===== config.mk =====
export PLATFORM = sky130hd
export DESIGN_NAME = display_scan_reader
export DESIGN_NICKNAME = d
export VERILOG_FILES = /design/src/rtl/display_scan_reader.sv
export SDC_FILE = /design/constraint.sdc
export NUM_CORES = 1
export LEC_CHECK = 0
export ABC_AREA = 1
export BUFFER_PORTS_ARGS = -buffer_cell sky130_fd_sc_hd__buf_2
export CORE_ASPECT_RATIO = 0.7
export CORE_MARGIN = 2
export CORE_UTILIZATION = 60
export CTS_CLUSTER_DIAMETER = 200
export DETAILED_ROUTE_END_ITERATION = 6
export GPL_ROUTABILITY_DRIVEN = 0
export HOLD_SLACK_MARGIN = 0.15
export PLACE_DENSITY_LB_ADDON = 0.25
export SLEW_MARGIN = 0
export SYNTH_ARGS = -nofsm -noshare
export SYNTH_HDL_FRONTEND = slang
export SYNTH_SLANG_ARGS = --single-unit

===== constraint.sdc =====
create_clock -name clk -period 3.35 [get_ports clk]
set_clock_uncertainty 0.2 [all_clocks]
set_input_delay 0.5025 -clock clk [delete_from_list [all_inputs] [get_ports clk]]
set_output_delay 0.5025 -clock clk [all_outputs]
set_load 0.05 [all_outputs]

===== src/rtl/display_scan_reader.sv =====
// ============================================================================
// Module   : display_scan_reader
// Purpose  : Receive end of a multiplexed 4-digit 7-segment display bus.
//            Synchronises the anode/segment lines, waits for each scanned
//            digit to sit still for STABLE_CYCLES samples, decodes its
//            segment pattern and publishes a 4-digit frame once every digit
//            has been seen.
// Ports    : clk          system clock
//            rst_n        asynchronous reset, active-low
//            s1[3:0]      anode selects, active-low one-hot (bit n = digit n)
//            d7[6:0]      segments, active-low, d7[6]=a ... d7[0]=g
//            code0..3     decoded digit codes, updated with frame_valid
//            frame_valid  one-cycle pulse, code0..3 hold a new frame
//            err_cnt[7:0] saturating count of accepts that decoded invalid
//                         (only when DISPLAY_READER_ERRCNT_EN is defined)
//            stale        no digit accepted for >= TIMEOUT cycles
// Options  : `define DISPLAY_READER_ERRCNT_EN adds the err_cnt port/counter.
// Revision : 1.0 - initial release
// ============================================================================
`default_nettype none

module display_scan_reader #(
  parameter int STABLE_CYCLES = 4,
  parameter int TIMEOUT       = 1024,
  parameter int CNT_W         = 11
) (
  input  logic       clk,
  input  logic       rst_n,
  input  logic [3:0] s1,
  input  logic [6:0] d7,
  output logic [4:0] code0,
  output logic [4:0] code1,
  output logic [4:0] code2,
  output logic [4:0] code3,
  output logic       frame_valid,
`ifdef DISPLAY_READER_ERRCNT_EN
  output logic [7:0] err_cnt,
`endif
  output logic       stale
);

  localparam logic [4:0]       c_BLANK     = 5'd18;
  localparam logic [4:0]       c_INVALID   = 5'd31;
  // Equal-sample comparisons needed after the first sample of a digit.
  localparam logic [CNT_W-1:0] c_STAB_LAST = CNT_W'(STABLE_CYCLES - 2);
  localparam logic [CNT_W-1:0] c_TIMEOUT   = CNT_W'(TIMEOUT);

  typedef enum logic [1:0] {
    S_IDLE = 2'd0,
    S_WAIT = 2'd1,
    S_HOLD = 2'd2
  } state_t;

  function automatic logic [4:0] f_decode(input logic [6:0] seg);
    logic [4:0] code;
    case (seg)
      7'b0000001: code = 5'd0;
      7'b1001111: code = 5'd1;
      7'b0010010: code = 5'd2;
      7'b0000110: code = 5'd3;
      7'b1001100: code = 5'd4;
      7'b0100100: code = 5'd5;
      7'b0100000: code = 5'd6;
      7'b0001111: code = 5'd7;
      7'b0000000: code = 5'd8;
      7'b0000100: code = 5'd9;
      7'b0001000: code = 5'd10;
      7'b1100000: code = 5'd11;
      7'b0110001: code = 5'd12;
      7'b1000010: code = 5'd13;
      7'b0110000: code = 5'd14;
      7'b0111000: code = 5'd15;
      7'b1100010: code = 5'd16;
      7'b1110001: code = 5'd17;
      7'b1111111: code = c_BLANK;
      default:    code = c_INVALID;
    endcase
    return code;
  endfunction

  // Two-flop synchronisers
  logic [3:0]       r_s1_m, r_s1_s;
  logic [6:0]       r_d7_m, r_d7_s;
  logic [10:0]      r_prev;
  state_t           r_state, w_state_nxt;
  logic [CNT_W-1:0] r_stab_cnt, w_stab_nxt;
  logic [CNT_W-1:0] r_idle_cnt;
  logic [3:0]       r_seen, w_seen_base;
  logic [4:0]       r_shadow [4];
  logic [4:0]       r_code   [4];
  logic             r_frame_valid;

  logic             w_sel_ok;
  logic [1:0]       w_idx;
  logic [4:0]       w_code;
  logic             w_same;
  logic             w_accept;
  logic             w_frame;

  always_ff @(posedge clk or negedge rst_n) begin
    if (!rst_n) begin
      r_s1_m <= 4'hF;
      r_s1_s <= 4'hF;
      r_d7_m <= 7'h7F;
      r_d7_s <= 7'h7F;
      r_prev <= 11'h7FF;
    end else begin
      r_s1_m <= s1;
      r_s1_s <= r_s1_m;
      r_d7_m <= d7;
      r_d7_s <= r_d7_m;
      r_prev <= {r_s1_s, r_d7_s};
    end
  end

  always_comb begin
    w_sel_ok = 1'b1;
    w_idx    = 2'd0;
    case (r_s1_s)
      4'b1110: w_idx = 2'd0;
      4'b1101: w_idx = 2'd1;
      4'b1011: w_idx = 2'd2;
      4'b0111: w_idx = 2'd3;
      default: w_sel_ok = 1'b0;
    endcase
    w_code = f_decode(r_d7_s);
    w_same = ({r_s1_s, r_d7_s} == r_prev);
  end

  // Next-state logic. The sample seen on entry to WAIT counts as the first
  // identical sample, so an accept needs STABLE_CYCLES-1 further matches.
  always_comb begin
    w_state_nxt = r_state;
    w_stab_nxt  = r_stab_cnt;
    w_accept    = 1'b0;
    case (r_state)
      S_IDLE: begin
        w_stab_nxt = '0;
        if (w_sel_ok) w_state_nxt = S_WAIT;
      end
      S_WAIT: begin
        if (!w_sel_ok) begin
          w_state_nxt = S_IDLE;
          w_stab_nxt  = '0;
        end else if (!w_same) begin
          w_stab_nxt = '0;
        end else if (r_stab_cnt == c_STAB_LAST) begin
          w_accept    = 1'b1;
          w_state_nxt = S_HOLD;
          w_stab_nxt  = '0;
        end else begin
          w_stab_nxt = r_stab_cnt + CNT_W'(1);
        end
      end
      S_HOLD: begin
        w_stab_nxt = '0;
        if (!w_same) w_state_nxt = w_sel_ok ? S_WAIT : S_IDLE;
      end
      default: begin
        w_state_nxt = S_IDLE;
        w_stab_nxt  = '0;
      end
    endcase
  end

  always_ff @(posedge clk or negedge rst_n) begin
    if (!rst_n) begin
      r_state    <= S_IDLE;
      r_stab_cnt <= '0;
    end else begin
      r_state    <= w_state_nxt;
      r_stab_cnt <= w_stab_nxt;
    end
  end

  // A complete seen mask publishes next cycle; an accept in that cycle
  // survives the clear and starts the following frame.
  assign w_frame     = (r_seen == 4'hF);
  assign w_seen_base = w_frame ? 4'h0 : r_seen;

  always_ff @(posedge clk or negedge rst_n) begin
    if (!rst_n) begin
      for (int i = 0; i < 4; i++) begin
        r_shadow[i] <= c_BLANK;
        r_code[i]   <= c_BLANK;
      end
      r_seen        <= 4'h0;
      r_frame_valid <= 1'b0;
      r_idle_cnt    <= '0;
    end else begin
      r_frame_valid <= w_frame;
      if (w_frame) begin
        for (int i = 0; i < 4; i++) r_code[i] <= r_shadow[i];
      end
      if (w_accept) begin
        r_shadow[w_idx] <= w_code;
        r_seen          <= w_seen_base | ~r_s1_s;
        r_idle_cnt      <= '0;
      end else begin
        r_seen <= w_seen_base;
        if (r_idle_cnt != c_TIMEOUT) r_idle_cnt <= r_idle_cnt + CNT_W'(1);
      end
    end
  end

`ifdef DISPLAY_READER_ERRCNT_EN
  logic [7:0] r_err_cnt;

  always_ff @(posedge clk or negedge rst_n) begin
    if (!rst_n) begin
      r_err_cnt <= 8'd0;
    end else if (w_accept && (w_code == c_INVALID) && (r_err_cnt != 8'hFF)) begin
      r_err_cnt <= r_err_cnt + 8'd1;
    end
  end

  assign err_cnt = r_err_cnt;
`endif

  assign code0       = r_code[0];
  assign code1       = r_code[1];
  assign code2       = r_code[2];
  assign code3       = r_code[3];
  assign frame_valid = r_frame_valid;
  assign stale       = (r_idle_cnt == c_TIMEOUT);

endmodule

`default_nettype wire


==> flow_metrics.tcl, run 1 <==
set metrics [dict create \
    status "completed" \
    async_set_reset_flop_share_out_of_synthesis_pct 100 \
    clk_pin_slew_worst_paths_ps 90 \
    post-cts-setup-buffer-count 0 \
    antenna_violations_before_repair 0 \
    grt_pass1_vias 3189 \
    critical_path.top_delay_family "simple AND/OR/NAND/NOR gates" \
    final_util_pct 69.8 \
    critPathMaxStageDelay_ps 450 \
    power_internal_uw 1610 \
    yosys.cell_count.top_type "nand2_1" \
    number_of_different_library_cells_in_the_post_synthesis_netlist 31 \
    drt-pass1-iter-count 4 \
    route.final.wire_length_microns 7930 \
    cts_buffer_depth 2 \
    timing.final.crit_share_pct 77.8 \
    place.port_buffers 34 \
    fp.dieArea_sq_um 8180 \
    post-route-min-period_ps 2610 \
    numClockSinks 102 \
    post_drt_antenna_nets 0 \
    clk_root_buffer_cell "clkbuf_8" \
    peak_vdd_ir_mv 0.250 \
    cp_max_fo 4 \
    hold-worst-slack_ps 154 \
    grt_use_met2_pct 33.9 \
    synthDominantAreaCellType "dfrtp_1" \
    critPathSlowestCell "nor3_1" \
    top_level_ports 35 \
    multiInputGateArea_sq_um 1640 \
    first_iter_violations 169 \
    htreeDepth 3 \
    synth_enable_flop_cells 0 \
    hold_class "flip-flop to flip-flop" \
    post_synth.cell_area_avg_sq_um 9.33 \
    cts_bufs_inserted 9 \
    synthesis.area_sq_um 4480 \
    dominant_cells_by_area_after_synthesis "dfrtp_1, dfstp_2, nand2_1, nor2_1, mux2_2" \
    max-slew-margin-rel_pct 37.9 \
    finalHoldViolCount 0 \
    power.density_nw_per_um2 419 \
    share_clk_of_total_power_pct 32.7 \
    grt_util_all_layers_pct 22.5 \
    antenna_cells 0 \
    comb_power_share_pct 6.1 \
    routed_via_density 4.95 \
    regArea_sq_um 2610 \
    synth_sequential_area_ratio_pct 58.4 \
    most_crowded_layer_gr "met2" \
    worst-setup-path-type "flip-flop to output pin" \
    yosys_most_used_dff "dfrtp_1" \
    timing.critical_path.from_type "flip-flop" \
    worstReg2RegStart "r_d7_s[6]" \
    crit_required_ps 2650 \
    total_switching_power_uw 509 \
    rsz_0062_raised_after_global_routing "false" \
    flip_flop_and_latch_count_after_synthesis 102 \
    total_power_uw 2120 \
    gate_count_of_the_mapped_netlist 480 \
    die_width_microns 107 \
    power.leakage_uw 0.00254 \
    synth_top_cells_by_count "nand2_1, nor2_1, dfrtp_1, inv_1, dfstp_2" \
    transition_time_of_the_tightest_slew_check_pin_ps 932 \
    seqPwrFrac_pct 61.2 \
    gr-usage-met1_pct 31.9 \
    starting_density_pct 61.7 \
    use_met3_pct 5.90 \
    layout.filler_cells 569 \
    crit_startpoint "r_idle_cnt[0]" \
    max-cap-violations 0 \
    critPathArrivalTime_ps 1900 \
    max_clock_freq_mhz 384 \
    wire_per_inst_microns 12.4 \
    final-instance-count-excl-fill 637 \
    yosysTopAreaCellShare_pct 29.6 \
    synthesis.nets 497 \
    clock_insertion_delay_worst_skew_ps 370 \
    die_y_microns 76.3 \
    floorplan.rows 26 \
    placed_cells 609 \
    worstPathBufferInverterCount 2 \
    route.vias.total 3154 \
    core-area_sq_um 7250 \
    grt_start_max_net_pins 79 \
    warnings_from_yosys 0 \
    detailedPlacementHpwl_microns 5690 \
    post_cts_resized 0 \
    cts_hold_buffers 12 \
    design.final.nets 551 \
    cts_tree "built" \
    remaining_design_rule_violation_count 0 \
    slew_violations 0 \
    grt_first_pass_wirelength_microns 14400 \
    area_growth_pct 13.1 \
    setup_violations 0 \
    worstSetupEndpointType "output pin" \
    layout-drive-gt1-share_pct 24.7 \
    holdCritStartpoint "r_d7_m[6]" \
    globalRouteOverflowTotal 0 \
    setup_total_negative_slack_ps 0 \
    p_sw_share_pct 24.0 \
    worstPathCellList "inv_1 > ha_1 > nand3_1 > nor3_1 > buf_2" \
]
## power groups by stage
| stage | combinational [uW] | clock [uW] | sequential (uW) |
|---|---|---|---|
| 6_report | 130 | 693 | 1300 |
| 5_1_grt | 153 | 773 | 1300 |
| 4_1_cts | 131 | 719 | 1300 |
| 3_5_place_dp | 120 | 0 | 1320 |
| 3_3_place_gp | 117 | 0 | 1320 |
| 2_1_floorplan | 75.8 | 0 | 1310 |
## metrics by stage
step / setup WS, ps / cell area, sq um
after floorplan: 671 / 4480
after global placement: 1210 / 4770
after detailed placement: 1140 / 4770
after CTS: 730 / 5070
after global routing: 623 / 5070
final: 745 / 5070
## final timing paths
check                                endpoint  slack (ps)  cells past startpoint
worst max register to register    r_shadow[3]        1090                      9
max in group asynchronous            code2[1]        1510                      3
worst min register to register      r_d7_s[6]         150                      0
min in group asynchronous       r_idle_cnt[2]         600                      2
worst min-delay path                r_d7_s[6]         150                      0
worst max-delay path                    stale         740                      5
## area by class of cell
| class | count | share of cell area (%) |
|---|---|---|
| sequential | 102 | 51.6 |
| multi-input combinational | 319 | 32.4 |
| timing repair buffer | 49 | 6.22 |
| inverter | 53 | 3.93 |
| clock buffer | 11 | 2.79 |
| tap | 98 | 2.42 |
| clock inverter | 5 | 0.692 |
## registers in the layout (all words and copies together) (netlist names), 4 cells and up
register / cells
r_d7_s: 7
r_prev: 11
code2: 5
r_d7_m: 7
code3: 5
code0: 5
r_shadow: 20
r_s1_s: 4
r_idle_cnt: 11
r_s1_m: 4
code1: 5
r_stab_cnt: 11
r_seen: 4
## per-layer routing
metal / share of wire (%) / wire [microns] / vias to the layer above
li1: - / - / 1603
met1: 48 / 3840 / 1489
met2: 45 / 3590 / 55
met3: 4.9 / 388 / 7
met4: 1.4 / 110 / 0
met5: 0 / 0 / -
## cells in the final DEF, fill, tap and decap left out, drive strengths merged
cell type      n
nand4          2
buf           37
nand3         24
o22ai          2
nand3b         1
clkbuf        11
dfstp         49
and3           2
mux2i          1
dlygate4sd3   12
nor3          10
a21oi          3
xnor2          6
dfrtp         53
nand2        149
nor4           1
nor2          69
clkinvlp       1
ha             4
mux2          20
xor2          10
inv           53
and2           1
clkinv         4
nor3b          3
o21ai         11
## worst register-to-register path, delay by kind of cell (launching register included)
| kind | cells | cell delay, ps |
|---|---|---|
| simple gates | 8 | 1260 |
| buf+inv | 1 | 90 |
| flops | 1 | 600 |
## logic make-up after synthesis
family,Yosys count,share of synthesized area (%)
adder cells (fa/ha/maj),4,1.12
AND/OR/NAND/NOR,262,25.1
buffers and inverters,59,5.22
XOR/XNOR,16,3.13
flip-flops,102,58.4
AO/OA/AOI/OAI,16,1.84
multiplexers,21,5.25
Note: power is estimated with default switching activity, not from simulation.
==> run 2, diff against run 1 <==
ABC_AREA = 0   (was 1)
CORE_UTILIZATION = 53   (was 60)
clock period = 2.35 ns   (was 3.35 ns; I/O delays follow)
==> run 2 against run 1 <==
The run now ends with DRC, setup timing left. Via count decreased by 2.2%. Register-to-register slack got worse by 1100 ps. Area after synthesis decreased by 1.3%. Routed wire length increased by 8.9%. Sequential share of layout area decreased by 4.8 points. Clock-buffer cell count unchanged. Synthesized cell count decreased by 18%. Die area increased by 11%. Final area increased by 10%. Critical endpoint is now r_shadow[18].
==> flow_metrics.tcl, run 2 <==
set metrics [dict create \
    status "complete, but fails checks" \
    violations_in_the_final_reports "DRC, setup timing" \
    slew_violations 0 \
    yosys.cell_count.top_type "nand2_1" \
    placed_cells 547 \
    post-route-min-period_ps 2380 \
    gr-usage-met1_pct 26.8 \
    clock_insertion_delay_worst_skew_ps 350 \
    synthesis.area_sq_um 4420 \
    grt_pass1_vias 3063 \
    critPathSlowestCell "dfstp_2" \
    die_y_microns 80.4 \
    cp_max_fo 8 \
    top_level_ports 35 \
    power.leakage_uw 0.00262 \
    hold_class "flip-flop to flip-flop" \
    post_synth.cell_area_avg_sq_um 11.3 \
    commonest_cells_after_routing_fill_and_taps_aside "nand2_1, dfrtp_1, dfstp_2, buf_4, buf_2" \
    max_clock_freq_mhz 421 \
    cts_bufs_inserted 9 \
    setup_violations 4 \
    routed_via_density 5.27 \
    die_width_microns 113 \
    warnings_from_yosys 0 \
    core-area_sq_um 7970 \
    flip_flop_and_latch_count_after_synthesis 102 \
    grt_first_pass_wirelength_microns 14600 \
    synth_sequential_area_ratio_pct 59.1 \
    yosysTopAreaCellShare_pct 30.0 \
    post-route-worst-setup-slack_ps -27.8 \
    use_met3_pct 6.26 \
    number_of_different_library_cells_in_the_post_synthesis_netlist 47 \
    critPathArrivalTime_ps 2410 \
    cts_tree "built" \
    yosys_most_used_dff "dfrtp_1" \
    antenna_cells 0 \
    async_set_reset_flop_share_out_of_synthesis_pct 100 \
    commonest_non_fill_non_tap_cell_in_the_layout "nand2_1" \
    wire_per_inst_microns 14.8 \
    grt_use_met2_pct 34.1 \
    grt_util_all_layers_pct 20.9 \
    worstSetupEndpointType "flip-flop" \
    area_growth_pct 26.3 \
    synthDominantAreaCellType "dfrtp_1" \
    numClockSinks 102 \
    gate_count_of_the_mapped_netlist 392 \
    number_of_flip_flops_in_the_largest_register 20 \
    critPathMaxStageDelay_ps 620 \
    remaining_design_rule_violation_count 4 \
    synthesis.nets 409 \
    max-cap-violations 0 \
    fp.dieArea_sq_um 9100 \
    route.final.wire_length_microns 8630 \
    design.final.nets 496 \
    timing.critical_path.from_type "flip-flop" \
    antenna_violations_before_repair 0 \
    max_flop_register "r_shadow" \
    worst-setup-path-type "flip-flop to flip-flop" \
    first_iter_violations 193 \
    worstPathBufferInverterCount 1 \
    crit_required_ps 2390 \
    transition_time_of_the_tightest_slew_check_pin_ps 456 \
    drt-pass1-iter-count 7 \
    layout-drive-gt1-share_pct 38.8 \
    critical_path.top_delay_family "compound AO/OA/AOI/OAI gates" \
    peak_vdd_ir_mv 0.745 \
    clk_pin_slew_worst_paths_ps 70 \
    most_crowded_layer_gr "met2" \
    detailedPlacementHpwl_microns 5790 \
    clk_root_buffer_cell "clkbuf_16" \
    rsz_0062_raised_after_global_routing "true" \
    cts_buffer_depth 2 \
    htreeDepth 3 \
    synth_enable_flop_cells 0 \
    post_drt_antenna_nets 0 \
    timing.final.crit_share_pct 101 \
    grt_start_max_net_pins 50 \
    worstPathCellList "buf_4 > nor3b_2 > a22oi_1 > a311o_1 > mux2_4" \
    floorplan.rows 27 \
    route.vias.total 3085 \
    globalRouteOverflowTotal 0 \
    finalHoldViolCount 0 \
    starting_density_pct 55.4 \
    dp_slack_ps -93.1 \
    power.density_nw_per_um2 613 \
    synth_top_cells_by_count "nand2_1, dfrtp_1, dfstp_2, nor2_1, xor2_1" \
    max-slew-margin-rel_pct 69.6 \
    final-instance-count-excl-fill 585 \
    dominant_cells_by_area_after_synthesis "dfrtp_1, dfstp_2, nand2_1, xor2_1, mux2_1" \
    place.port_buffers 34 \
]
run 2: cell count changes after synthesis, moves of 5 or more:
cell      before  now
nand2_1      149   75
inv_1         52    7
nor2_1        62   31
mux2_2        20    0
mux2_1         0   12
xor2_1        10   22
clkbuf_1       0   11
mux2_4         0    8
nand3_1       22   15
nand2b_1       0    6
a211oi_1       0    5
nor3_1        10    5
nor4_1         0    5
run 2: area by class of cell:
class / instances / area, sq um
clock buffer: 11 / 243
clock inverter: 5 / 35.0
fill: 572 / 2390
inverter: 7 / 26.3
multi-input combinational: 263 / 1790
sequential: 102 / 2610
tap: 101 / 126
timing repair buffer: 96 / 744
run 2: final timing paths:
kind / startpoint / endpoint / slack, ps / cells past startpoint
hold reg to reg: r_s1_m[1] / r_s1_s[1] / 160 / 0
hold / removal: r_s1_m[1] / r_s1_s[1] / 160 / 0
min in group asynchronous: rst_n / code1[2] / 300 / 2
setup / recovery: r_d7_s[2] / r_shadow[18] / -30 / 5
max in group asynchronous: rst_n / r_shadow[1] / 970 / 3
setup reg to reg: r_d7_s[2] / r_shadow[18] / -30 / 5
run 2: timing repair:
item	in CTS	in global routing
endpoints found under the hold margin	44	0
resized for setup	10	25
buffers inserted	7	4
pin swaps	4	7
setup endpoints to repair	29	26
hold buffers	12	0
run 2: cells by family (layout without fill, tap and decap cells):
kind of cell    count (synthesis)  after routing  synth area share, %
compound gates                 42             42                 6.62
xor+xnor                       30             30                 5.94
fa+ha+maj                       4              4                 1.13
buf+inv                        27            119                 3.14
flops                         102            102                 59.1
mux                            20             20                 5.77
simple gates                  167            167                 18.3
run 2: stage by stage:
| step | hold slack [ps] | util [%] | setup TNS (ps) | cell area, sq um | total power, uW |
|---|---|---|---|---|---|
| floorplan | -143 | - | 0 | 4420 | 1940 |
| global placement | 127 | 62.3 | -494 | 4970 | 2030 |
| detailed placement | 132 | 62.3 | -1140 | 4970 | 2040 |
| CTS | 156 | 68.7 | -239 | 5470 | 3450 |
| global route | 158 | 70.0 | -1010 | 5580 | 3560 |
| finish | 155 | 70.0 | -89.0 | 5580 | 3420 |
run 2: power breakdown:
part           switching, uW  internal, uW  leakage (uW)
logic                    118          93.9       0.00125
clock network            627           748      0.000136
registers               24.7          1810       0.00124
run 2: routing by layer:
metal  vias to the layer above  routed length [microns]
met5                         -                        0
met4                         0                      112
met3                         8                      429
met2                        82                     4040
met1                      1490                     4050
li1                       1505                        -
==> run 3, diff against run 2 <==
REMOVE_ABC_BUFFERS = 1   (was not set)
==> run 3 against run 2 <==
The run still ends with DRC, setup timing left. Power up 1.9%. Fmax down 1.3%. Utilization down 0.72 points. Combinational power up 5%. Routed wire length down 1.2%. Worst hold slack worse by 0.79 ps. Clock-buffer cell count down 1. Die area unchanged. Non-clock buffer count unchanged.
==> flow_metrics.tcl, run 3 (synthesized netlist as in run 2, its figures left out) <==
set metrics [dict create \
    commonest_non_fill_non_tap_cell_in_the_layout "nand2_1" \
    remaining_design_rule_violation_count 3 \
    hold-worst-slack_ps 155 \
    max-cap-violations 0 \
    p_sw_share_pct 21.7 \
    total_switching_power_uw 758 \
    drt-pass1-iter-count 6 \
    worstReg2RegStart "r_d7_s[0]" \
    routed_via_density 5.33 \
    route.vias.total 3120 \
    final-instance-count-excl-fill 585 \
    antenna_cells 0 \
    stdcell_area_sq_um 5520 \
    fp.dieArea_sq_um 9100 \
    crit_startpoint "r_d7_s[0]" \
    post_drt_antenna_nets 0 \
    max-slew-margin-rel_pct 60.3 \
    post-route-worst-setup-slack_ps -59.9 \
    max_flop_register "r_shadow" \
    critical_path.top_delay_family "compound AO/OA/AOI/OAI gates" \
    cts_tree "built" \
    area_growth_pct 25.0 \
    numClockSinks 102 \
    timing.final.crit_share_pct 103 \
    critPathSlowestCell "or4b_4" \
    grt_first_pass_wirelength_microns 14300 \
    commonest_cells_after_routing_fill_and_taps_aside "nand2_1, dfrtp_1, dfstp_2, buf_4, buf_2" \
    cts_buffer_depth 2 \
    critPathMaxStageDelay_ps 550 \
    worst-setup-path-type "flip-flop to flip-flop" \
    htreeDepth 3 \
    cp_max_fo 4 \
    top_level_ports 35 \
    core-area_sq_um 7970 \
    setup_total_negative_slack_ps -580 \
    timing.critical_path.from_type "flip-flop" \
    finalHoldViolCount 0 \
    reg2reg_to "r_shadow[3]" \
    timing.reg2reg.worst_path_depth 7 \
    grt_start_max_net_pins 45 \
    antenna_violations_before_repair 0 \
    comb_power_share_pct 6.4 \
    cts_bufs_inserted 9 \
    starting_density_pct 55.4 \
    transition_time_of_the_tightest_slew_check_pin_ps 595 \
    status "complete, but fails checks" \
    layout-drive-gt1-share_pct 37.2 \
    worstSetupEndpointType "flip-flop" \
    route.final.wire_length_microns 8520 \
    worstPathCellList "buf_6 > or4b_4 > o2bb2ai_4 > a31o_4 > a311oi_1 > a311o_1 > mux2_4" \
    rsz_0062_raised_after_global_routing "true" \
    placed_cells 545 \
    post-route-min-period_ps 2410 \
    reg2reg_setup_slack_ps -60 \
    grt_util_all_layers_pct 20.3 \
    critPathArrivalTime_ps 2440 \
    setup_violations 19 \
    detailedPlacementHpwl_microns 5580 \
    slew_violations 0 \
    design.final.nets 496 \
    violations_in_the_final_reports "DRC, setup timing" \
    power.leakage_uw 0.00261 \
    die_y_microns 80.4 \
    max_clock_freq_mhz 415 \
    critical_path_depth 7 \
    grt_pass1_vias 2970 \
    die_width_microns 113 \
    first_iter_violations 190 \
    peak_vdd_ir_mv 0.503 \
    number_of_flip_flops_in_the_largest_register 20 \
    hold_class "flip-flop to flip-flop" \
    final_util_pct 69.3 \
    clock_insertion_delay_worst_skew_ps 340 \
    crit_required_ps 2380 \
    power.density_nw_per_um2 632 \
    setup.worst_path.end "r_shadow[3]" \
    globalRouteOverflowTotal 0 \
    postPlaceCellArea_sq_um 4900 \
    wire_per_inst_microns 14.6 \
    clk_pin_slew_worst_paths_ps 70 \
    power_internal_uw 2730 \
    share_clk_of_total_power_pct 41.2 \
    worstPathBufferInverterCount 1 \
    place.port_buffers 34 \
    clk_root_buffer_cell "clkbuf_16" \
    floorplan.rows 27 \
    seqPwrFrac_pct 52.4 \
]
-- run 3: per-layer routing --
metal	global-route usage, %	share of wire (%)
met3	4.91	3.9
met5	0	0
met4	7.07	1.3
met1	28.0	48
met2	31.6	46
-- run 3: area by class of cell --
cell class	count	area [sq um]
clock buffer	10	229
clock inverter	6	62.6
fill	578	2450
inverter	7	26.3
multi-input combinational	263	1770
sequential	102	2610
tap	101	126
timing repair buffer	96	694
-- run 3: timing repair --
item	CTS	global route
resized for setup	15	12
setup buffers	5	6
hold endpoints to repair	47	0
pin swaps	7	6
setup endpoints to repair	20	32
hold buffers	13	0
-- run 3: power groups by stage --
stage	clock, uW	combinational [uW]	sequential [uW]
CTS	1490	214	1830
finish	1440	223	1830
global route	1550	248	1830
floorplan	0	62.1	1870
detailed placement	0	186	1860
global placement	0	183	1860
-- run 3: worst min-delay path by stage --
stage,start,to,slack [ps],cells past startpoint
after floorplan,rst_n,code0[0],-140,0
after global placement,rst_n,code3[3],140,1
after detailed placement,rst_n,code2[0],140,1
after CTS,r_s1_m[1],r_s1_s[1],160,0
after global routing,r_s1_m[1],r_s1_s[1],160,0
final,r_d7_m[2],r_d7_s[2],150,0
-- run 3: through the flow --
step                      power, uW  setup slack [ps]
final                          3490             -59.9
after global placement         2040              -108
after floorplan                1930              -393
after global routing           3620              -168
after CTS                      3530             -85.8
after detailed placement       2040              -141
